$ cat src/rtl/hex_monitor_ctrl.sv
// ---------------------------------------------------------------------------
// hex_monitor_ctrl
//
// Board-level debug display controller.  Picks one of N_CH monitor words and
// shows it N_DIG hex digits at a time.  Two active-low push buttons step
// through windows and channels.  A hold switch freezes the displayed word.
//
// Optional feature macro: HEX_MONITOR_AUTOSCROLL_EN
//   When defined, the window index also advances every SCROLL_CYC cycles
//   while the display is live.
//
// Ports
//   CLOCK_50  in   system clock, rising edge
//   iRST      in   synchronous active-low reset
//   iKeyWin   in   raw active-low button, next window
//   iKeyCh    in   raw active-low button, next channel
//   iHold     in   raw switch, 1 = freeze displayed word
//   iData     in   channel c at [c*DATA_W +: DATA_W]
//   oDigits   out  digit d nibble at [4d +: 4], d=0 rightmost
//   oBlank    out  1 = digit lies beyond DATA_W in the current window
//   oWin      out  current window index
//   oCh       out  current channel index
//   oHeld     out  snapshot active
// ---------------------------------------------------------------------------
module hex_monitor_ctrl #(
    parameter int DATA_W     = 64,
    parameter int N_CH       = 4,
    parameter int N_DIG      = 6,
    parameter int DEB_CYC    = 250000,
    parameter int SCROLL_CYC = 50000000,
    localparam int WIN_BITS  = 4 * N_DIG,
    localparam int N_WIN     = (DATA_W + WIN_BITS - 1) / WIN_BITS,
    localparam int WIN_W     = (N_WIN > 1) ? $clog2(N_WIN) : 1,
    localparam int CH_W      = $clog2(N_CH)
) (
    input  logic                     CLOCK_50,
    input  logic                     iRST,
    input  logic                     iKeyWin,
    input  logic                     iKeyCh,
    input  logic                     iHold,
    input  logic [N_CH*DATA_W-1:0]   iData,
    output logic [4*N_DIG-1:0]       oDigits,
    output logic [N_DIG-1:0]         oBlank,
    output logic [WIN_W-1:0]         oWin,
    output logic [CH_W-1:0]          oCh,
    output logic                     oHeld
);

    localparam int DEB_W = $clog2(DEB_CYC);
    localparam int PAD_W = N_WIN * WIN_BITS;
    localparam logic [DEB_W-1:0] DEB_LAST = DEB_W'(DEB_CYC - 1);
    localparam logic [WIN_W-1:0] WIN_LAST = WIN_W'(N_WIN - 1);
    localparam logic [CH_W-1:0]  CH_LAST  = CH_W'(N_CH - 1);

    typedef enum logic {LIVE, HELD} state_t;

    logic [DATA_W-1:0] ch_words [N_CH];
    logic [1:0]        key_raw;
    logic              win_press;
    logic              ch_press;
    logic              hold_s1;
    logic              hold_s2;
    logic              hold_prev;
    logic              hold_rise;
    logic              hold_fall;
    logic              scroll_tick;
    logic              win_step;
    state_t            state;
    logic [WIN_W-1:0]  win;
    logic [CH_W-1:0]   ch;
    logic [CH_W-1:0]   next_ch;
    logic              held;
    logic [DATA_W-1:0] snap;
    logic [DATA_W-1:0] src_word;
    logic [PAD_W-1:0]  padded;
    logic [PAD_W-1:0]  shifted;
    logic [4*N_DIG-1:0] next_digits;
    logic [N_DIG-1:0]  next_blank;
    logic [4*N_DIG-1:0] digits;
    logic [N_DIG-1:0]  blank;

    for (genvar c = 0; c < N_CH; c++) begin : g_ch
        assign ch_words[c] = iData[c*DATA_W +: DATA_W];
    end

    // Key 0 is the window button, key 1 the channel button.
    assign key_raw = {iKeyCh, iKeyWin};

    // Per key: 2-FF synchroniser, then a debouncer that only accepts a level
    // after DEB_CYC consecutive differing samples.  Only the debounced
    // 1->0 edge raises the single-cycle press pulse.
    for (genvar k = 0; k < 2; k++) begin : g_key
        logic             s1;
        logic             s2;
        logic             deb;
        logic [DEB_W-1:0] cnt;
        logic             press;

        always_ff @(posedge CLOCK_50) begin
            if (!iRST) begin
                s1    <= 1'b1;
                s2    <= 1'b1;
                deb   <= 1'b1;
                cnt   <= '0;
                press <= 1'b0;
            end else begin
                s1    <= key_raw[k];
                s2    <= s1;
                press <= 1'b0;
                if (s2 == deb) begin
                    cnt <= '0;
                end else if (cnt == DEB_LAST) begin
                    deb   <= s2;
                    cnt   <= '0;
                    press <= ~s2;
                end else begin
                    cnt <= cnt + 1'b1;
                end
            end
        end
    end

    assign win_press = g_key[0].press;
    assign ch_press  = g_key[1].press;

    // The hold switch is only synchronised; its edges drive the FSM.
    always_ff @(posedge CLOCK_50) begin
        if (!iRST) begin
            hold_s1   <= 1'b0;
            hold_s2   <= 1'b0;
            hold_prev <= 1'b0;
        end else begin
            hold_s1   <= iHold;
            hold_s2   <= hold_s1;
            hold_prev <= hold_s2;
        end
    end

    assign hold_rise = hold_s2 & ~hold_prev;
    assign hold_fall = ~hold_s2 & hold_prev;

`ifdef HEX_MONITOR_AUTOSCROLL_EN
    localparam int SCROLL_W = $clog2(SCROLL_CYC);
    localparam logic [SCROLL_W-1:0] SCROLL_LAST = SCROLL_W'(SCROLL_CYC - 1);

    logic [SCROLL_W-1:0] scroll_cnt;

    assign scroll_tick = (state == LIVE) && (scroll_cnt == SCROLL_LAST);

    // Free-running period counter while live.  Any press restarts the
    // period so the next automatic step comes a full period after it.
    always_ff @(posedge CLOCK_50) begin
        if (!iRST) begin
            scroll_cnt <= '0;
        end else if ((state != LIVE) || hold_rise || ch_press || win_press || scroll_tick) begin
            scroll_cnt <= '0;
        end else begin
            scroll_cnt <= scroll_cnt + 1'b1;
        end
    end
`else
    logic unused_scroll_cfg;

    assign unused_scroll_cfg = (SCROLL_CYC > 0);
    assign scroll_tick       = 1'b0;
`endif

    // A channel press wins over a window step landing in the same cycle.
    assign win_step = ~ch_press & (win_press | scroll_tick);

    always_comb begin
        next_ch = ch;
        if (ch_press) begin
            next_ch = (ch == CH_LAST) ? '0 : ch + 1'b1;
        end
    end

    // Navigation plus the LIVE/HELD FSM.  The snapshot is taken from the
    // channel that will be current after this edge, so a channel change
    // while held recaptures from the new channel.
    always_ff @(posedge CLOCK_50) begin
        if (!iRST) begin
            state <= LIVE;
            win   <= '0;
            ch    <= '0;
            held  <= 1'b0;
            snap  <= '0;
        end else begin
            ch <= next_ch;
            if (ch_press) begin
                win <= '0;
            end else if (win_step) begin
                win <= (win == WIN_LAST) ? '0 : win + 1'b1;
            end
            case (state)
                LIVE: begin
                    if (hold_rise) begin
                        state <= HELD;
                        held  <= 1'b1;
                        snap  <= ch_words[next_ch];
                    end
                end
                HELD: begin
                    if (hold_fall) begin
                        state <= LIVE;
                        held  <= 1'b0;
                    end else if (ch_press) begin
                        snap <= ch_words[next_ch];
                    end
                end
                default: begin
                    state <= LIVE;
                    held  <= 1'b0;
                end
            endcase
        end
    end

    // Window extraction: zero-pad the word to whole windows, then shift the
    // selected window down to the digit positions.
    assign src_word    = (state == HELD) ? snap : ch_words[ch];
    assign padded      = PAD_W'(src_word);
    assign shifted     = padded >> (int'(win) * WIN_BITS);
    assign next_digits = shifted[WIN_BITS-1:0];

    for (genvar d = 0; d < N_DIG; d++) begin : g_blank
        assign next_blank[d] = ((int'(win) * N_DIG + d) * 4) >= DATA_W;
    end

    // Display outputs are registered, one cycle behind window/source changes.
    always_ff @(posedge CLOCK_50) begin
        if (!iRST) begin
            digits <= '0;
            blank  <= '0;
        end else begin
            digits <= next_digits;
            blank  <= next_blank;
        end
    end

    assign oDigits = digits;
    assign oBlank  = blank;
    assign oWin    = win;
    assign oCh     = ch;
    assign oHeld   = held;

endmodule

$ cat config.mk
export PLATFORM = sky130hd
export DESIGN_NAME = hex_monitor_ctrl
export DESIGN_NICKNAME = d
export VERILOG_FILES = /design/src/rtl/hex_monitor_ctrl.sv
export SDC_FILE = /design/constraint.sdc
export NUM_CORES = 1
export LEC_CHECK = 0
export CORE_MARGIN = 2
export CORE_UTILIZATION = 50
export CTS_BUF_LIST = sky130_fd_sc_hd__clkbuf_4
export DETAILED_ROUTE_END_ITERATION = 16
export PLACE_DENSITY_LB_ADDON = 0.1
export SYNTH_ARGS = -nofsm -noshare
export SYNTH_HDL_FRONTEND = slang
export SYNTH_SLANG_ARGS = --single-unit
$ cat constraint.sdc
create_clock -name CLOCK_50 -period 5.9 [get_ports CLOCK_50]
set_input_delay 0.885 -clock CLOCK_50 [delete_from_list [all_inputs] [get_ports CLOCK_50]]
set_output_delay 0.885 -clock CLOCK_50 [all_outputs]
set_load 0.01 [all_outputs]
==> After elaboration in Yosys (flattened, before gate mapping) <==
Cells that the tools add are included.
Widths: inputs -> output; s select.
{ "op_classes": {"n_addsub": 9, "multipliers": 2, "n_lt_le_gt_ge": 8, "eq_ne": 10, "shift": 1, "muxes": 20, "bitwise_logic": 16, "n_reduce_logical": 9} }
{ "ops": {"columns": ["operator", "n"], "rows": [
  ["$mux 64", 8],
  ["$bmux 64 s2", 2],
  ["$ge 32x8->1 const B", 5],
  ["$pmux 64 s2", 1],
  ["$shr 64x7->24", 1],
  ["$add 30x3->30 const B", 2],
  ["$add 18x1->18 const B", 2],
  ["$eq 18x18->1 const B", 2],
  ["$add 30x2->30 const B", 1],
  ["$add 30x4->30 const B", 1],
  ["$reduce_or 3->1", 4],
  ["$not 1->1", 11],
  ["$ge 8x7->1 const B", 1],
  ["$mul 2x2->4 const B", 2],
  ["$add 5x3->6 const B", 1],
  ["$ge 3x3->1 const B", 2],
  ["$mux 2", 3],
  ["$ne 2x2->1 const B", 3],
  ["$not 2->3", 2],
  ["$reduce_and 2->1", 3],
  ["$add 2x1->2 const B", 2],
  ["$eq 2x2->1 const B", 2],
  ["$mux 1", 4],
  ["$pmux 1 s2", 2],
  ["other kinds (5)", 8]
]} }
{ "word_totals": {"reg_bits": 147, "inputBits": 261, "out_inout_bits": 35} }

==> Depth between registers and ports, before layout <==
{ "depth": {"word_depth": 10, "depth_mapped": 7} }

==> Worst setup path before layout <==
OpenSTA, ideal clock, no wires.
{ "synth_path": {"path_type": "in2reg", "start": "input iRST", "end": "register digits[12], in the netlist oDigits[12]", "setup_ns": 0.074, "arrival_ns": 2.070, "t_required_ns": 5.826, "slack_ns": 3.756, "cell_stages": 6, "n_path_buf": 2, "cell_sequence": "buf_2 nand2_1 nor3_1 clkbuf_1 a222oi_1 o21ai_0"} }
{ "synth_lines": {"columns": ["item", "line", "source"], "rows": [
  ["start, declared", "37", "input logic iRST,"],
  ["end signal, assigned", "236", "digits <= next_digits;"],
  ["end, declared", "79", "logic [4*N_DIG-1:0] digits;"]
]} }

==> Worst setup path in the final report <==
{ "layout_path": {"start": "register ch[0], in the netlist oCh[0]", "end": "register snap[15]"} }
{ "layout_via": {"elab_chain_len": 10} }
{ "layout_lines": {"columns": ["item", "line", "source"], "rows": [
  ["start, declared", "70", "logic [CH_W-1:0] ch;"],
  ["start signal, assigned", "189", "ch <= next_ch;"],
  ["$add 2x1->2 / $eq 2x2->1 (equally long branches)", "174", "next_ch = (ch == CH_LAST) ? '0 : ch + 1'b1;"],
  ["$mux 2", "174", null],
  ["$mux 2 *", "173", "if (ch_press) begin"],
  ["$not 2->3 (implied by the code) *", "200, 208", null],
  ["$bmux 64 s2 *", "200, 208", null],
  ["$mux 64 (implied by the code) * (2 in series)", "200, 208", null],
  ["$mux 64", "207", "end else if (ch_press) begin"],
  ["$mux 64", "204", "if (hold_fall) begin"],
  ["$pmux 64 s2 *", "195", "case (state)"],
  ["end signal, assigned", "200", "snap <= ch_words[next_ch];"],
  ["end signal, assigned", "208", "snap <= ch_words[next_ch];"],
  ["end, declared", "73", "logic [DATA_W-1:0] snap;"]
]} }
Every way passes the cells marked *; elsewhere a longest branch is shown, timed or not. The select of a mux whose other input is x is not followed.
A chain may end at the register's enable or synchronous reset.

==> flow_metrics.py <==
metrics = {
    "outcome": {
        "status": "complete, no violations",
    },
    "timing": {
        "skew_ps": 31.5,
        "drv_slew": 0,
        "setup_viol": 0,
        "hold_violations": 0,
        "max_freq_mhz": 302,
        "setup_ws_ps": 2590,
        "fin_setup_tns_ps": 0,
        "fin_crit_ps": 3310,
        "worst_pin_slew_ps": 1210,
        "rsz0062_at_grt": "no",
        "period_share": 0.561,
        "slew_headroom": 0.192,
    },
    "synthesis": {
        "ys_warn_count": 0,
        "synthArstFlopShare": 0,
        "yosysUniqueCellTypes": 44,
        "synth_fp_nets": 1184,
        "syn_area_per_cell_sq_um": 10.3,
        "seq_area_frac_synth": 0.305,
        "synth_ff_type": "dfxtp_1",
        "synth-edff-count": 0,
        "synth_cells": 915,
        "synth_seq_cells": 144,
        "netlist_area_sq_um": 9440,
    },
    "routing": {
        "via_per_inst": 6.18,
        "first_pass_iters": 7,
        "detail-route-antenna-nets": 0,
        "highest_layer": "met4",
        "wl_met1_um": 12600,
        "met3_length_um": 2440,
        "drt_iter0_drc": 585,
        "wl_met2_um": 13900,
        "wirelength_um": 29800,
        "wl_per_cell_um": 21.3,
        "vias": 8677,
        "drc": 0,
    },
    "global_routing": {
        "grt_pass1_wl_um": 46400,
        "grt_pass1_vias": 8690,
        "antenna_found_initial": 8,
        "grt_max_degree": 124,
        "grt_overflow": 0,
        "track_usage": 0.294,
    },
    "cts": {
        "root_buffer": "clkbuf_4",
        "path_clk_slew_ps": 130,
        "numCtsBuffers": 17,
        "clock-sinks": 144,
        "htree_levels": 4,
        "cts_hold_buf": 0,
        "cts_resized": 0,
        "insertion_delay_ps": 570,
        "cts_tree": "done",
        "clk_path_buf_depth": 2,
        "postCtsSetupBuffers": 0,
    },
    "worst_setup_path": {
        "critPathTopFamily": "buffers and inverters",
        "cp-start-kind": "flip-flop",
        "worstSetupPathType": "flip-flop to flip-flop",
        "reg2reg_depth": 5,
        "critPathCaptureType": "flip-flop",
        "crit_cells": 5,
        "cp_num_buf_inv": 2,
        "crit_fanout": 45,
        "critical_path_required_ps": 6350,
        "crit_chain": "buf_4, mux2i_4, buf_4, nand3_1, o2111a_1",
        "worst_path_most_repeated_cell": "buf_4",
        "crit_path_max_incr_delay_ps": 780,
        "cp_data_arrival_time_ps": 3770,
        "cp_slowest_cell": "dfxtp_4",
    },
    "placement": {
        "postPlaceCellArea_sq_um": 12400,
        "place_congestion": 0.838,
        "pre_cts_slack_ps": 2560,
        "dp_cells": 1363,
        "dp_hpwl_um": 21200,
        "io_buffers": 295,
    },
    "finish": {
        "instances_no_fill": 1403,
        "layout_common_cells": "294 x clkdlybuf4s50_1, 164 x mux2i_1, 142 x nand3_1, 141 x dfxtp_1",
        "area_growth_pct": 35.3,
        "final_common_cell": "clkdlybuf4s50_1",
        "nNetsFinal": 1417,
        "fin_area_sq_um": 12800,
        "final_layout_size_suffix_gt1_frac": 0.115,
    },
    "floorplanning": {
        "pin_count": 296,
        "core.rowCount": 50,
        "start_util": 0.506,
        "dieArea_sq_um": 20000,
        "fp.dieH_um": 141,
        "placeableCoreArea_sq_um": 18600,
        "die_x_um": 141,
    },
    "power_and_ir_drop": {
        "power-per-cell-area_nw_per_um2": 166,
        "p_total_w": 0.00212,
        "peakVddDrop_uv": 213,
        "p_leak_nw": 4.96,
    },
    "min_path": {
        "min_path_type": "flip-flop to flip-flop",
        "whs_path_depth": 1,
    },
    "flow_run": {
        "maxCapViolCount": 0,
    },
}
[metrics by stage]
| stage | hold WS, ps | utilization |
|---|---|---|
| 6_report | 425 | 0.685 |
| 5_1_grt | 448 | 0.685 |
| 4_1_cts | 425 | 0.684 |
| 3_5_place_dp | 395 | 0.667 |
| 3_3_place_gp | 392 | 0.667 |
| 2_1_floorplan | 386 | - |
[logic make-up (layout without fill, tap and decap cells)]
logic type	Yosys count	in the layout	share of synthesized area
AND/OR/NAND/NOR	262	262	0.143
multiplexers	245	245	0.347
flip-flops	144	144	0.305
AO/OA/AOI/OAI	130	130	0.125
buffers and inverters	100	346	0.0452
XOR/XNOR	26	26	0.0241
adder cells (fa/ha/maj)	8	8	0.0106
other	0	8	0
[final timing paths]
| check | endpoint | startpoint | slack, ps |
|---|---|---|---|
| setup / recovery | snap[15]$_SDFFE_PN0P_ | oCh[0]$_SDFF_PN0_ | 2590 |
| hold / removal | g_key[0].s2$_SDFF_PN1_ | g_key[0].s1$_SDFF_PN1_ | 430 |
| setup reg to reg | snap[15]$_SDFFE_PN0P_ | oCh[0]$_SDFF_PN0_ | 2590 |
| hold reg to reg | g_key[0].s2$_SDFF_PN1_ | g_key[0].s1$_SDFF_PN1_ | 430 |
[routing by layer]
layer	track usage	up-vias
met5	0	-
met4	0.132	0
met3	0.0631	51
met2	0.458	333
met1	0.396	4196
li1	-	4097
[synthesized netlist by cell type, types with 2 or more instances]
cell type / count / share of area
mux2i_1: 166 / 0.18
dfxtp_1: 144 / 0.31
nand3_1: 142 / 0.075
mux4_2: 64 / 0.15
o2111a_1: 64 / 0.076
clkbuf_1: 52 / 0.021
nor2_1: 40 / 0.016
buf_2: 23 / 0.012
o21ai_0: 21 / 0.011
nand2_1: 17 / 0.0068
mux2_2: 15 / 0.018
a222oi_1: 14 / 0.015
xnor2_1: 13 / 0.012
xor2_1: 13 / 0.012
a21oi_1: 12 / 0.0064
buf_1: 10 / 0.0040
nand2b_1: 10 / 0.0066
inv_1: 9 / 0.0036
ha_1: 8 / 0.011
nand4_1: 8 / 0.0053
o22ai_1: 8 / 0.0053
or4_1: 8 / 0.0064
nor4_1: 7 / 0.0046
and2_1: 6 / 0.0040
and3_1: 5 / 0.0033
o31ai_1: 5 / 0.0040
or3_1: 5 / 0.0033
buf_4: 4 / 0.0032
nor3_1: 4 / 0.0021
and4_1: 3 / 0.0028
a221oi_1: 2 / 0.0019
[power by group]
group / leakage (nW) / switching [W] / internal (W) / total, W
registers: 1.18 / 0.0000189 / 0.00101 / 0.00103
logic: 3.62 / 0.000145 / 0.000254 / 0.000399
clock network: 0.168 / 0.000389 / 0.000307 / 0.000696
total: 4.96 / 0.000553 / 0.00157 / 0.00212
[final cells by class]
class	count	area, sq um
Fill cell	1491	5880
Tap cell	234	293
Timing Repair Buffer	304	3030
Clock buffer	18	135
Inverter	10	37.5
Antenna cell	8	20.0
Clock inverter	14	176
Sequential cell	144	2890
Multi-Input combinational cell	671	6180
[sequential cells by signal, indices dropped and copies added (netlist names)]
signal and cells:
ch_press 1, g_key.cnt 36, g_key.deb 2, g_key.press 1
g_key.s1 2, g_key.s2 2, hold_prev 1, hold_s1 1
hold_s2 1, oBlank 3, oCh 2, oDigits 24
oHeld 1, oWin 2, snap 64, state 1
Note: power is estimated with default switching activity, not from simulation.
==> edit 1 (same flow settings) <==
One comparison of `cnt` changes from == to >=.
--- a/src/rtl/hex_monitor_ctrl.sv
+++ b/src/rtl/hex_monitor_ctrl.sv
@@ -109,7 +109,7 @@
                 press <= 1'b0;
                 if (s2 == deb) begin
                     cnt <= '0;
-                end else if (cnt == DEB_LAST) begin
+                end else if (cnt >= DEB_LAST) begin
                     deb   <= s2;
                     cnt   <= '0;
                     press <= ~s2;
Behaviour: no difference found for any inputs over 4 cycles, from zero or initial values and one cycle with iRST low; that may be too few to reach the edited logic, so the function may still have changed.
==> edit 1 against the original RTL <==
Wire length shrank 14%. Power shrank 0.71%. Area after synthesis shrank 5.7%. Sequential cell count is the same. Worst setup slack gained 0.12 ns. Non-clock buffer count grew 3. Register-to-register slack gained 0.65 ns. Clock power grew 3.4%. Cell area shrank 3.7%. Via count shrank 13%.
==> edit 1: results (changes against the original RTL) <==
The slowest stage cell on the critical path is or3_1. The slew at the pin with the worst max-slew slack is 1.217 ns (+0.01148 ns). The cell depth of the worst flop-to-flop path came to 4 (-1).

The longest individual stage delay on the worst path came to 0.93 ns (+0.15 ns). Sorting the synthesized cells by area gives the leading types as dfxtp_1 32%, mux4_2 32%, a22o_1 6.3%, mux2i_1 5.4%, nor2_1 2.6%. The flow ran to the end, and the final reports show no timing, DRC or antenna violations. The maximum VDD drop was 0.2017 mV (-5.5%).

The clock latency of the later-clocked register in the worst-skew pair came out at 0.54 ns (-0.03 ns). The setup slack on the worst flop-to-flop path came out at 3.24 ns (+0.65 ns). The share of flip-flops with an asynchronous set or reset after synthesis came out at 0% (unchanged). The initial antenna violation count came out at 1 (-7).

The total leakage power is 4.158 nW (-16%). The final critical-path share of the clock period was 54.15% (-2.0 points). The distinct cell type count after synthesis came out at 52 (+18%).

The worst register-to-register path ends at oDigits[15]$_SDFF_PN0_. The proportion of synthesized chip area in sequential cells is 32.41% (+1.9 points). The total global-route track usage is 28.29% (-1.2 points). The net total in the final layout is 1275 (-10%). The largest fanout on the critical path is 24 (-47%).

The half-perimeter wire length of the detailed placement result is 19150 µm (-9.8%). The worst hold path terminates at g_key[1].s2$_SDFF_PN1_. The power dissipated by switching net loads is 0.4767 mW (-14%). The number of DRC markers in iteration 0 came to 426 (-27%). The proportion of layout cells with a drive suffix above 1 is 18.25% (+6.8 points). The critical path ends at oDigits[18]$_SDFF_PP0_. The post-synth net total came to 1013 (-14%).

The number of global-route vias before repair came out at 7832 (-9.9%). The tightest hold margin came out at 0.4212 ns (-0.004242 ns). The wire length per cell after detailed routing came to 20.71 µm (-2.7%). The global-route wire length before repair is 40240 µm (-13%). The clock input transition at the sequential cells of the worst setup and hold paths came out at 0.11 ns (-0.02 ns). The arrival time at the worst endpoint came out at 3.63 ns (-0.14 ns). The via count was 7546 (-13%).

The number of iterations in the first detailed-routing pass came to 5 (-2).
-- edit 1: per-stage QoR --
| step | cells | util, % |
|---|---|---|
| after floorplan | 745 | - |
| after global placement | 1213 | 68.88 |
| after detailed placement | 1213 | 68.88 |
| after CTS | 1244 | 70.78 |
| after global routing | 1245 | 70.79 |
| final | 1245 | 70.79 |
-- edit 1: metal layers --
layer	vias to the layer above	track usage, %	part of all wire [%]
met1	3750	33.95	39
met3	36	7.432	6.0
met4	0	9.278	1.9
met2	243	49.45	53
li1	3517	-	-
met5	-	0	0
-- edit 1: power by group through the flow --
stage | combinational, mW | sequential (mW) | clock [mW]
floorplan | 0.123 | 1.04 | 0
global placement | 0.363 | 1.04 | 0
detailed placement | 0.372 | 1.04 | 0
CTS | 0.372 | 1.01 | 0.736
global route | 0.395 | 1.02 | 0.774
finish | 0.372 | 1.02 | 0.720
-- edit 1: cell families after synthesis --
group | Yosys count | share of synthesized area, %
AO/OA/AOI/OAI | 145 | 12.35
multiplexers | 176 | 37.81
flip-flops | 144 | 32.41
buffers and inverters | 76 | 4.051
adder cells (fa/ha/maj) | 7 | 0.9845
AND/OR/NAND/NOR | 168 | 9.550
XOR/XNOR | 29 | 2.855
-- edit 1: layout make-up --
cell class | instances | area (µm²)
multi-input combinational | 525 | 5697
clock inverter | 13 | 193.9
antenna | 1 | 2.502
fill | 1313 | 5070
timing repair buffer | 307 | 3043
tap | 225 | 281.5
sequential | 144 | 2889
inverter | 12 | 45.04
clock buffer | 18 | 135.1
-- edit 1: critical path: cells and delay by family --
kind,cells,cell delay [ns]
buf+inv,2,1.34
compound gates,1,0.45
simple gates,1,0.93
==> edit 2 (same flow settings) <==
Without the edit above. Set the parameter `N_DIG` to 7 (it was 6).
--- a/src/rtl/hex_monitor_ctrl.sv
+++ b/src/rtl/hex_monitor_ctrl.sv
@@ -25,7 +25,7 @@
 module hex_monitor_ctrl #(
     parameter int DATA_W     = 64,
     parameter int N_CH       = 4,
-    parameter int N_DIG      = 6,
+    parameter int N_DIG      = 7,
     parameter int DEB_CYC    = 250000,
     parameter int SCROLL_CYC = 50000000,
     localparam int WIN_BITS  = 4 * N_DIG,
Ports: changed (resized oBlank and oDigits); port bits go from 296 to 301. No check against the original RTL was run, so the function may have changed too.
==> edit 2 against the original RTL <==
Area after synthesis is 4.2% higher. Worst setup slack better by 0.14 ns. First-iteration DRC count is 8.9% higher. Sequential cell count is 7 higher. Power is 0.60% higher. Critical path type unchanged. Via count is 8.2% higher. Wire length is 9.2% higher. Cell area is 3.4% higher.
==> edit 2: results (changes against the original RTL) <==
The count of input and output buffers is 300 (+1.7%). The largest fanout on the critical path came to 51 (+13%). The via count is 9391 (+8.2%).

The final wirelength was 32570 µm (+9.2%). The switching share of total power is 27.94% (+1.9 points). The areal power density over the cells is 161.8 nW/µm² (-2.7%). The setup clock skew after layout was 0.01878 ns (-0.01274 ns). The post-synth net total is 1305 (+10%). The maximum VDD drop is 0.2123 mV (-0.54%).

The number of iterations in the first detailed-routing pass came out at 6 (-1). The pre-CTS setup slack is 2.777 ns (+0.2198 ns). The run finished with clean final reports. The tightest hold margin is 0.4287 ns (+0.003264 ns). The global placement routability congestion came to 0.8575 (+2.3%).

The total global-route track usage came out at 30.32% (+0.88 points). The synthesized-area fraction occupied by ao, oa, aoi and oai cells was 14.54% (+2.1 points). The power drawn by the combinational cells is 0.412 mW (+3%).

The startpoint of the worst hold path is g_key[1].s1$_SDFF_PN1_. The worst register-to-register path ends at snap[35]$_SDFFE_PN0P_. The non-filler instance count after layout was 1547 (+10%). The number of DRC markers in iteration 0 is 637 (+8.9%). The proportion of layout cells with a drive suffix above 1 came out at 7.187% (-4.3 points).

The count of buffers added by post-CTS timing repair for setup is 0 (unchanged). The xor and xnor area share after synthesis is 2.583% (+0.17 points). The global-route wire length before repair came to 48960 µm (+5.6%).

The setup slack after layout came out at 2.727 ns (+0.1374 ns). Yosys attributes the largest share of cell area to dfxtp_1 31%, mux2i_1 25%, nand3_1 7.4%, o2111a_1 7.3%, mux4_2 5.5%. The proportion of synthesized chip area in sequential cells is 30.74% (+0.20 points). The number of global-route vias before repair is 9061 (+4.3%). The hold path endpoint is g_key[1].s2$_SDFF_PN1_. The longest individual stage delay on the worst path is between 0.7 and 0.8 ns. The net total in the final layout came out at 1540 (+8.7%). The portion of netlist area occupied by mux cells is 31.06% (-3.6 points). The arrival time at the worst endpoint is 3.64 ns (-0.13 ns).

The number of flip-flops under the largest register name came out at 64 (unchanged). The mean instance size in the synthesized netlist came out at 9.528 µm² (-7.6%). The worst slew slack as a fraction of its limit is 20.42% (+1.3 points). Ranked by instance count, the synthesized netlist is headed by 241 x mux2i_1, 151 x dfxtp_1, 146 x nand3_1, 64 x o2111a_1, 60 x clkbuf_1. The total leakage power is 5.099 nW (+2.7%).

The half-perimeter wire length of the detailed placement result is 23010 µm (+8.4%). The share of flip-flops with an asynchronous set or reset after synthesis is 0% (unchanged). The initial antenna violation count came out at 3 (-5). The adder-cell share of the synthesized area is 1.527% (+0.47 points).

The largest net degree at the start of global routing came out at 193 (+56%). The placed instance area is 12920 µm² (+3.9%).
==> edit 2: cell count changes after synthesis, moves of 6 or more <==
cell / delta
nand2_1: +17
mux2i_1: +75
o22ai_1: +13
mux2_2: -6
a222oi_1: -6
dfxtp_1: +7
a22oi_1: +40
clkbuf_1: +8
o21ai_0: -10
mux4_2: -40
==> edit 2: cell type report <==
| class | count | area (µm²) |
|---|---|---|
| Timing Repair Buffer | 313 | 3108 |
| Antenna cell | 2 | 5.005 |
| Sequential cell | 151 | 3028 |
| Clock inverter | 14 | 138.9 |
| Tap cell | 265 | 331.6 |
| Multi-Input combinational cell | 771 | 6405 |
| Fill cell | 1641 | 6198 |
| Inverter | 13 | 48.80 |
| Clock buffer | 18 | 135.1 |
==> edit 2: per-layer routing <==
metal  track usage, %  wire [µm]  part of all wire [%]  vias to the layer above
met4            11.70       1126                   3.5                        0
li1                 -          -                     -                     4464
met3            8.609       2906                   8.9                       56
met1            38.32      13650                    42                     4519
met5                0          0                     0                        -
met2            49.22      14890                    46                      352
